**config.mk**
```make
export PLATFORM = sky130hd
export DESIGN_NAME = load_extend
export DESIGN_NICKNAME = d
export VERILOG_FILES = /design/src/rtl/mips_mem_pkg.sv /design/src/rtl/load_extend.sv
export SDC_FILE = /design/constraint.sdc
export NUM_CORES = 1
export LEC_CHECK = 0
export CORE_MARGIN = 2
export CORE_UTILIZATION = 36
export DETAILED_ROUTE_END_ITERATION = 8
export GPL_TIMING_DRIVEN = 0
export PLACE_DENSITY = 0.95
export SYNTH_ARGS = -nofsm -noshare
export SYNTH_HDL_FRONTEND = slang
export SYNTH_SLANG_ARGS = --single-unit
```
**constraint.sdc**
```tcl
create_clock -name vclk -period 4.55
set_clock_uncertainty 0.2 [all_clocks]
set_input_delay 1.1375 -clock vclk [all_inputs]
set_output_delay 1.1375 -clock vclk [all_outputs]
set_load 0.005 [all_outputs]
```
**src/rtl/mips_mem_pkg.sv**
```systemverilog
// Shared encodings for the MEM-stage data-memory access unit.
package mips_mem_pkg;

    localparam logic [1:0] SZ_BYTE = 2'b00;
    localparam logic [1:0] SZ_HALF = 2'b01;
    localparam logic [1:0] SZ_WORD = 2'b10;

    localparam int unsigned WB_REGWRITE = 0;
    localparam int unsigned WB_MEMTOREG = 1;

    typedef enum logic [1:0] {
        StIdle,
        StBusy,
        StDone
    } mem_state_e;

endpackage

```
**src/rtl/load_extend.sv**
```systemverilog
// Selects the addressed byte/halfword of a loaded word and sign- or zero-extends it.
module load_extend
    import mips_mem_pkg::*;
(
    input  logic [31:0] word_i,
    input  logic [1:0]  offset_i,
    input  logic [1:0]  size_i,
    input  logic        sign_i,
    output logic [31:0] data_o
);

    logic [7:0]  byte_sel;
    logic [15:0] half_sel;

    always_comb begin
        byte_sel = word_i[7:0];
        unique case (offset_i)
            2'd0: byte_sel = word_i[7:0];
            2'd1: byte_sel = word_i[15:8];
            2'd2: byte_sel = word_i[23:16];
            2'd3: byte_sel = word_i[31:24];
            default: byte_sel = word_i[7:0];
        endcase
        half_sel = offset_i[1] ? word_i[31:16] : word_i[15:0];

        data_o = word_i;
        if (size_i == SZ_BYTE) begin
            data_o = {{24{sign_i & byte_sel[7]}}, byte_sel};
        end else if (size_i == SZ_HALF) begin
            data_o = {{16{sign_i & half_sel[15]}}, half_sel};
        end
    end

endmodule

```
==> summary.md, run 1 <==
| Metric | Value |
|---|---|
| Clock Buffer Count | `0` |
| Slew HR | `70.77%` |
| Die Ht | `about 51 um` |
| Fin Hold WS | `just over 3 ns` |
| DR vias | `roughly 1100` |
| Final setup violating endpoints | `0` |
| Total GRT Usage | `a little under a quarter` |
| Crit path cell chain | `clkdlybuf4s50_1 > buf_6 > mux2_4 > mux2i_4 > buf_6 > o21ai_2 > clkdlybuf4s50_1` |
| Seq cells | `0` |
| Worst slack, placed | `approximately 0.051 ns` |
| Register area | `0 sq um` |
| Vias per cell | `5.634` |
| Final core occ | `76.06%` |
| Final hold viol count | `0` |
| Io pins | `69` |
| Least-Margin Pin Slew | `between 0.4 and 0.5 ns` |
| Port buffer count | `just under 70` |
| Fin worst setup slack | `between 0.1 and 0.15 ns` |
| Die area | `approximately 2600 sq um` |
| Final WL | `roughly 3000 um` |
| Routed wire per std cell | `15.87 um` |
| Final period util | `a little over nine tenths` |
| Post-synthesis sequential area ratio | `0%` |
| Fin. max-slew vios | `0` |
| Yosys warning count | `0` |
| Setup CP Type | `in2out` |
| Crit-path max FO | `10` |
| Bufs and invs on worst path | `4` |
| Pwr Total | `approximately 180 uW` |
| Antenna violations before repair | `0` |
| Tmin final | `roughly 4.4 ns` |
| Slowest stage delay, CP | `0.53 ns` |
| Distinct cell type count after synthesis | `24` |
| Max Freq | `roughly 0.22 GHz` |
| DRC viols | `0` |
| Initial DRC count | `18` |
| Leakage | `roughly 0.6 nW` |
| CP Capture Type | `output port` |
| Startpoint types | `input pin` |
| Mapped Nets | `approximately 130` |
| Fin area | `1523 sq um` |
| Fraction of layout cells with a size suffix above 1 | `17.37%` |
| Top delay family on crit path | `buffers and inverters` |
| RSZ-0062 raised after global routing | `false` |
| NumNets Final | `206` |
| Routed Antenna Nets | `0` |
| CP required | `3.21 ns` |
| Initial Utilization | `between 30% and 40%` |
| Critical-path top delay cell | `clkdlybuf4s50_1` |
| Post-CTS Hold Buffers | `0` |
| Row count | `16` |
| Hold WC Path Type | `in2out` |
| Largest net degree at the start of global routing | `11` |
| Total congestion overflow | `0` |
| CORE AREA | `2002 sq um` |
| Post-route insts no fill | `between 150 and 200` |
| Mean post-synth cell area | `8.159 sq um` |
| Leading cell type in the layout, fill and taps excluded | `clkdlybuf4s50_1` |
| Total negative setup slack | `0 ns` |
| Die Wd | `50.65 um` |
| 1st-pass router iterations | `4` |
| Power per standard cell area | `approximately 120 nW/um^2` |
| DP Wirelength | `approximately 2500 um` |
| Placed insts | `approximately 190` |
| Gate Count Post-Synth | `96` |
| CP arrival | `3.11 ns` |
| Most frequent cells in the layout | `clkdlybuf4s50_1 (68), nand2_1 (16), a221o_1 (15)` |
| First-pass GRT wire length | `~4700 um` |
| Post-Syn Area | `approximately 780 sq um` |
| VDD IR max | `0.00006981 V` |
| Area delta synth->final | `94.41%` |
| GPL Wtd Cong | `~0.8` |
| Max_cap viols | `0` |
| ANT cells | `0` |
| DP Area | `roughly 1500 sq um` |
| Vias in the first global route | `a little over 1000` |
| Outcome | `finished clean` |
-- synthesized netlist by cell type --
master	count	area [sq um]
nand2b_1	2	12.51
a21o_1	1	7.510
clkbuf_1	2	7.510
mux2_1	7	78.83
nand2_1	16	60.06
mux4_2	1	22.52
mux2_2	1	11.26
nor3b_4	1	18.77
nor2b_1	2	12.51
mux2_4	1	15.01
mux2i_4	1	22.52
o21a_1	1	7.510
o21ai_2	10	87.58
inv_2	1	3.750
a22o_1	7	61.31
buf_4	1	7.510
o21ai_1	6	30.03
nor2_1	2	7.510
a311o_1	1	10.01
a221o_1	15	150.1
and4b_1	8	80.08
buf_2	4	20.02
buf_1	1	3.750
buf_6	4	45.04
-- worst min-delay path, cell delays in order --
cell and delay, ns:
buf_2 0.15, nand2b_1 0.12, buf_4 0.16, o21ai_1 0.08, clkdlybuf4s50_1 0.43
-- routing by layer --
layer / wire length (um) / GRT usage (%)
met4: 0 / 0
met5: 0 / 0
met2: 1448 / 41.23
met3: 256 / 2.381
met1: 1373 / 31.08
-- kinds of logic (layout without fill, tap and decap cells) --
group	after synthesis	count (layout)	synth area share, %
compound gates	41	41	45.21
simple gates	31	31	24.44
mux	11	11	19.17
buf+inv	13	84	11.18
-- timing repair --
item                       4_1_cts  5_1_grt
setup endpoints to repair        0       18
resized for setup                0        1
buffers inserted                 0        3
-- path summary, 6_finish.rpt --
kind	startpoint	slack, ns	cells after the start	end
worst max-delay path	offset_i[1]	0.10	7	data_o[25]
worst min-delay path	size_i[1]	3.02	5	data_o[18]
-- where the power goes --
part / switching (mW) / internal [mW]
logic: 0.0657 / 0.112
registers: 0 / 0
clock network: 0 / 0
total: 0.0657 / 0.112
-- layout make-up --
cell class / instances / area, sq um
Fill cell: 148 / 479.2
Timing Repair Buffer: 71 / 703.2
Buffer: 12 / 83.83
Tap cell: 27 / 33.78
Multi-Input combinational cell: 83 / 698.2
Inverter: 1 / 3.754
Note: power is estimated with default switching activity, not from simulation.
==> inputs of run 2 (changes only) <==
--- a/config.mk
+++ b/config.mk
@@ -5,11 +5,13 @@
 export SDC_FILE = /design/constraint.sdc
 export NUM_CORES = 1
 export LEC_CHECK = 0
+export ABC_AREA = 1
 export CORE_MARGIN = 2
-export CORE_UTILIZATION = 36
+export CORE_UTILIZATION = 40
 export DETAILED_ROUTE_END_ITERATION = 8
 export GPL_TIMING_DRIVEN = 0
 export PLACE_DENSITY = 0.95
+export SETUP_SLACK_MARGIN = 0.1
 export SYNTH_ARGS = -nofsm -noshare
 export SYNTH_HDL_FRONTEND = slang
 export SYNTH_SLANG_ARGS = --single-unit
==> summary.md, run 2 <==
| Metric | Value |
|---|---|
| Outcome | `finished clean` |
| Mean post-synth cell area | `4.294 sq um (-47%)` |
| Die area | `2928 sq um (+14%)` |
| ANT cells | `0 (unchanged)` |
| Seq cells | `0 (unchanged)` |
| Placed insts | `332 (+74%)` |
| Leakage | `1.072 nW (+78%)` |
| Final setup violating endpoints | `0 (unchanged)` |
| Least-Margin Pin Slew | `0.3741 ns (-0.06431 ns)` |
| Final WL | `3371 um (+9.5%)` |
| Fraction of layout cells with a size suffix above 1 | `6.291% (-11 points)` |
| Area leader, netlist | `nand2_1` |
| VDD IR max | `0.00006028 V (-14%)` |
| Fin. max-slew vios | `0 (unchanged)` |
| Antenna violations before repair | `0 (unchanged)` |
| Power per standard cell area | `101.4 nW/um^2 (-13%)` |
| Routed wire per std cell | `10.15 um (-36%)` |
| Row count | `18 (+2)` |
| Mapped Nets | `271 (+100%)` |
| CP Capture Type | `output port` |
| Post-Syn Area | `1005 sq um (+28%)` |
| Most frequent cells in the layout | `nand2_1 (126), clkdlybuf4s50_1 (66), inv_1 (50)` |
| Max_cap viols | `0 (unchanged)` |
| DR vias | `1519 (+39%)` |
| CP required | `3.21 ns (about the same)` |
| Post-route insts no fill | `332 (+71%)` |
| Slew HR | `75.02% (+4.2 points)` |
| Largest net degree at the start of global routing | `11 (unchanged)` |
| Register area | `0 sq um (unchanged)` |
| Die Ht | `54.12 um (+6.9%)` |
| Io pins | `69 (unchanged)` |
| Vias in the first global route | `1274 (+25%)` |
| Distinct cell type count after synthesis | `17 (-29%)` |
| Setup CP Type | `in2out` |
| First-pass GRT wire length | `5368 um (+14%)` |
| Port buffer count | `68 (unchanged)` |
| Startpoint types | `input pin` |
| Routed met3 length | `230 um (-10%)` |
| Final period util | `93.60% (-4.2 points)` |
| Total GRT Usage | `23.52% (+0.60 points)` |
| CP arrival | `2.92 ns (-0.19 ns)` |
| DRC viols | `0 (unchanged)` |
| Max Freq | `0.2348 GHz (+4.5%)` |
| Vias per cell | `4.575 (-19%)` |
| RSZ-0062 raised after global routing | `false` |
| Critical Path Source | `size_i[0]` |
| DP Wirelength | `2794 um (+13%)` |
| 1st-pass router iterations | `4 (unchanged)` |
| Fillers | `238 (+61%)` |
| Initial Utilization | `41.31% (+2.2 points)` |
| Fin Hold WS | `2.875 ns (-0.1438 ns)` |
| Top layer reached by signal wires | `met3` |
| Post-CTS Hold Buffers | `0 (unchanged)` |
| Die Wd | `54.12 um (+6.9%)` |
| Synth area leaders | `nand2_1 (47%), inv_1 (19%), nand3_1 (12%)` |
| Clock Buffer Count | `0 (unchanged)` |
| Crit-path max FO | `10 (unchanged)` |
| CORE AREA | `2432 sq um (+21%)` |
| WL met1 | `1474 um (+7.4%)` |
| GPL Wtd Cong | `0.9427 (+17%)` |
| Post-synth top cells | `nand2_1 (127), inv_1 (50), nand3_1 (24), a21oi_1 (7), o21ai_0 (7)` |
| Routed length on met2 | `1665 um (+15%)` |
| Hold WC Path Type | `in2out` |
| Leading cell type in the layout, fill and taps excluded | `nand2_1` |
| Tmin final | `4.259 ns (-0.1912 ns)` |
| Routed Antenna Nets | `0 (unchanged)` |
| Final hold viol count | `0 (unchanged)` |
| Area delta synth->final | `72.98%` |
| Yosys top cell area share | `47.45% (+28 points)` |
| Post-synthesis sequential area ratio | `0% (unchanged)` |
| Initial DRC count | `42 (+24)` |
| Crit path to | `data_o[16]` |
| Yosys warning count | `0 (unchanged)` |
| Total congestion overflow | `0 (unchanged)` |
| Total negative setup slack | `0 ns (unchanged)` |
| Gate Count Post-Synth | `234 (+140%)` |
| NumNets Final | `341 (+66%)` |
| Most frequent cell after synthesis | `nand2_1` |
-- run 2: report_power, final --
group / total (mW) / internal, mW / switching (mW)
clock network: 0 / 0 / 0
logic: 0.176 / 0.100 / 0.0760
registers: 0 / 0 / 0
total: 0.176 / 0.100 / 0.0760
-- run 2: layout make-up --
cell class | count | area, sq um | share of cell area (%)
inverters | 51 | 193.9 | 11.16
well taps | 30 | 37.54 | 2.160
multi-input cells | 174 | 753.2 | 43.34
repair buffers | 68 | 685.7 | 39.45
plain buffers | 9 | 67.56 | 3.888
-- run 2: critical path, stage by stage --
cell             delay, ns
clkdlybuf4s50_1       0.42
inv_1                 0.13
nand2_2               0.12
a21oi_2               0.18
nand3_2               0.17
buf_6                 0.19
nand2_1               0.08
clkdlybuf4s50_1       0.50
-- run 2: how the worst min path moves through the flow --
| stage | to | slack [ns] | from | cells after the start |
|---|---|---|---|---|
| floorplan | data_o[23] | 2.24 | word_i[23] | 4 |
| global placement | data_o[18] | 2.88 | size_i[1] | 6 |
| detailed placement | data_o[18] | 2.88 | size_i[1] | 6 |
| CTS | data_o[18] | 2.88 | size_i[1] | 6 |
| global route | data_o[31] | 2.93 | size_i[1] | 6 |
| finish | data_o[18] | 2.88 | size_i[1] | 6 |
-- run 2: metal layers --
metal,vias up,global-route usage (%)
met5,-,0
met4,0,1.250
met3,0,0.5556
met2,55,43.29
met1,641,31.70
li1,823,-
-- run 2: per-stage QoR --
step                      total power, mW  setup slack [ns]  util [%]  cell area [sq um]
after CTS                          0.1756            0.1236     70.83               1723
final                              0.1763            0.2914     71.45               1738
after global routing               0.1971            0.1650     71.45               1738
after detailed placement           0.1748            0.1355     70.83               1723
after floorplan                   0.07377             1.254         -               1005
after global placement             0.1723            0.1756     70.83               1723
-- run 2: what timing repair did --
| item | 4_1_cts | 5_1_grt |
|---|---|---|
| gates resized for setup | 0 | 6 |
| buffers inserted | 0 | 0 |
| endpoints found under the setup margin | 0 | 27 |
-- run 2: cells by family after synthesis --
logic type | share of synthesized area (%)
and+or+nand+nor | 66.63
buffers and inverters | 25.53
AOI/OAI and AO/OA | 7.845
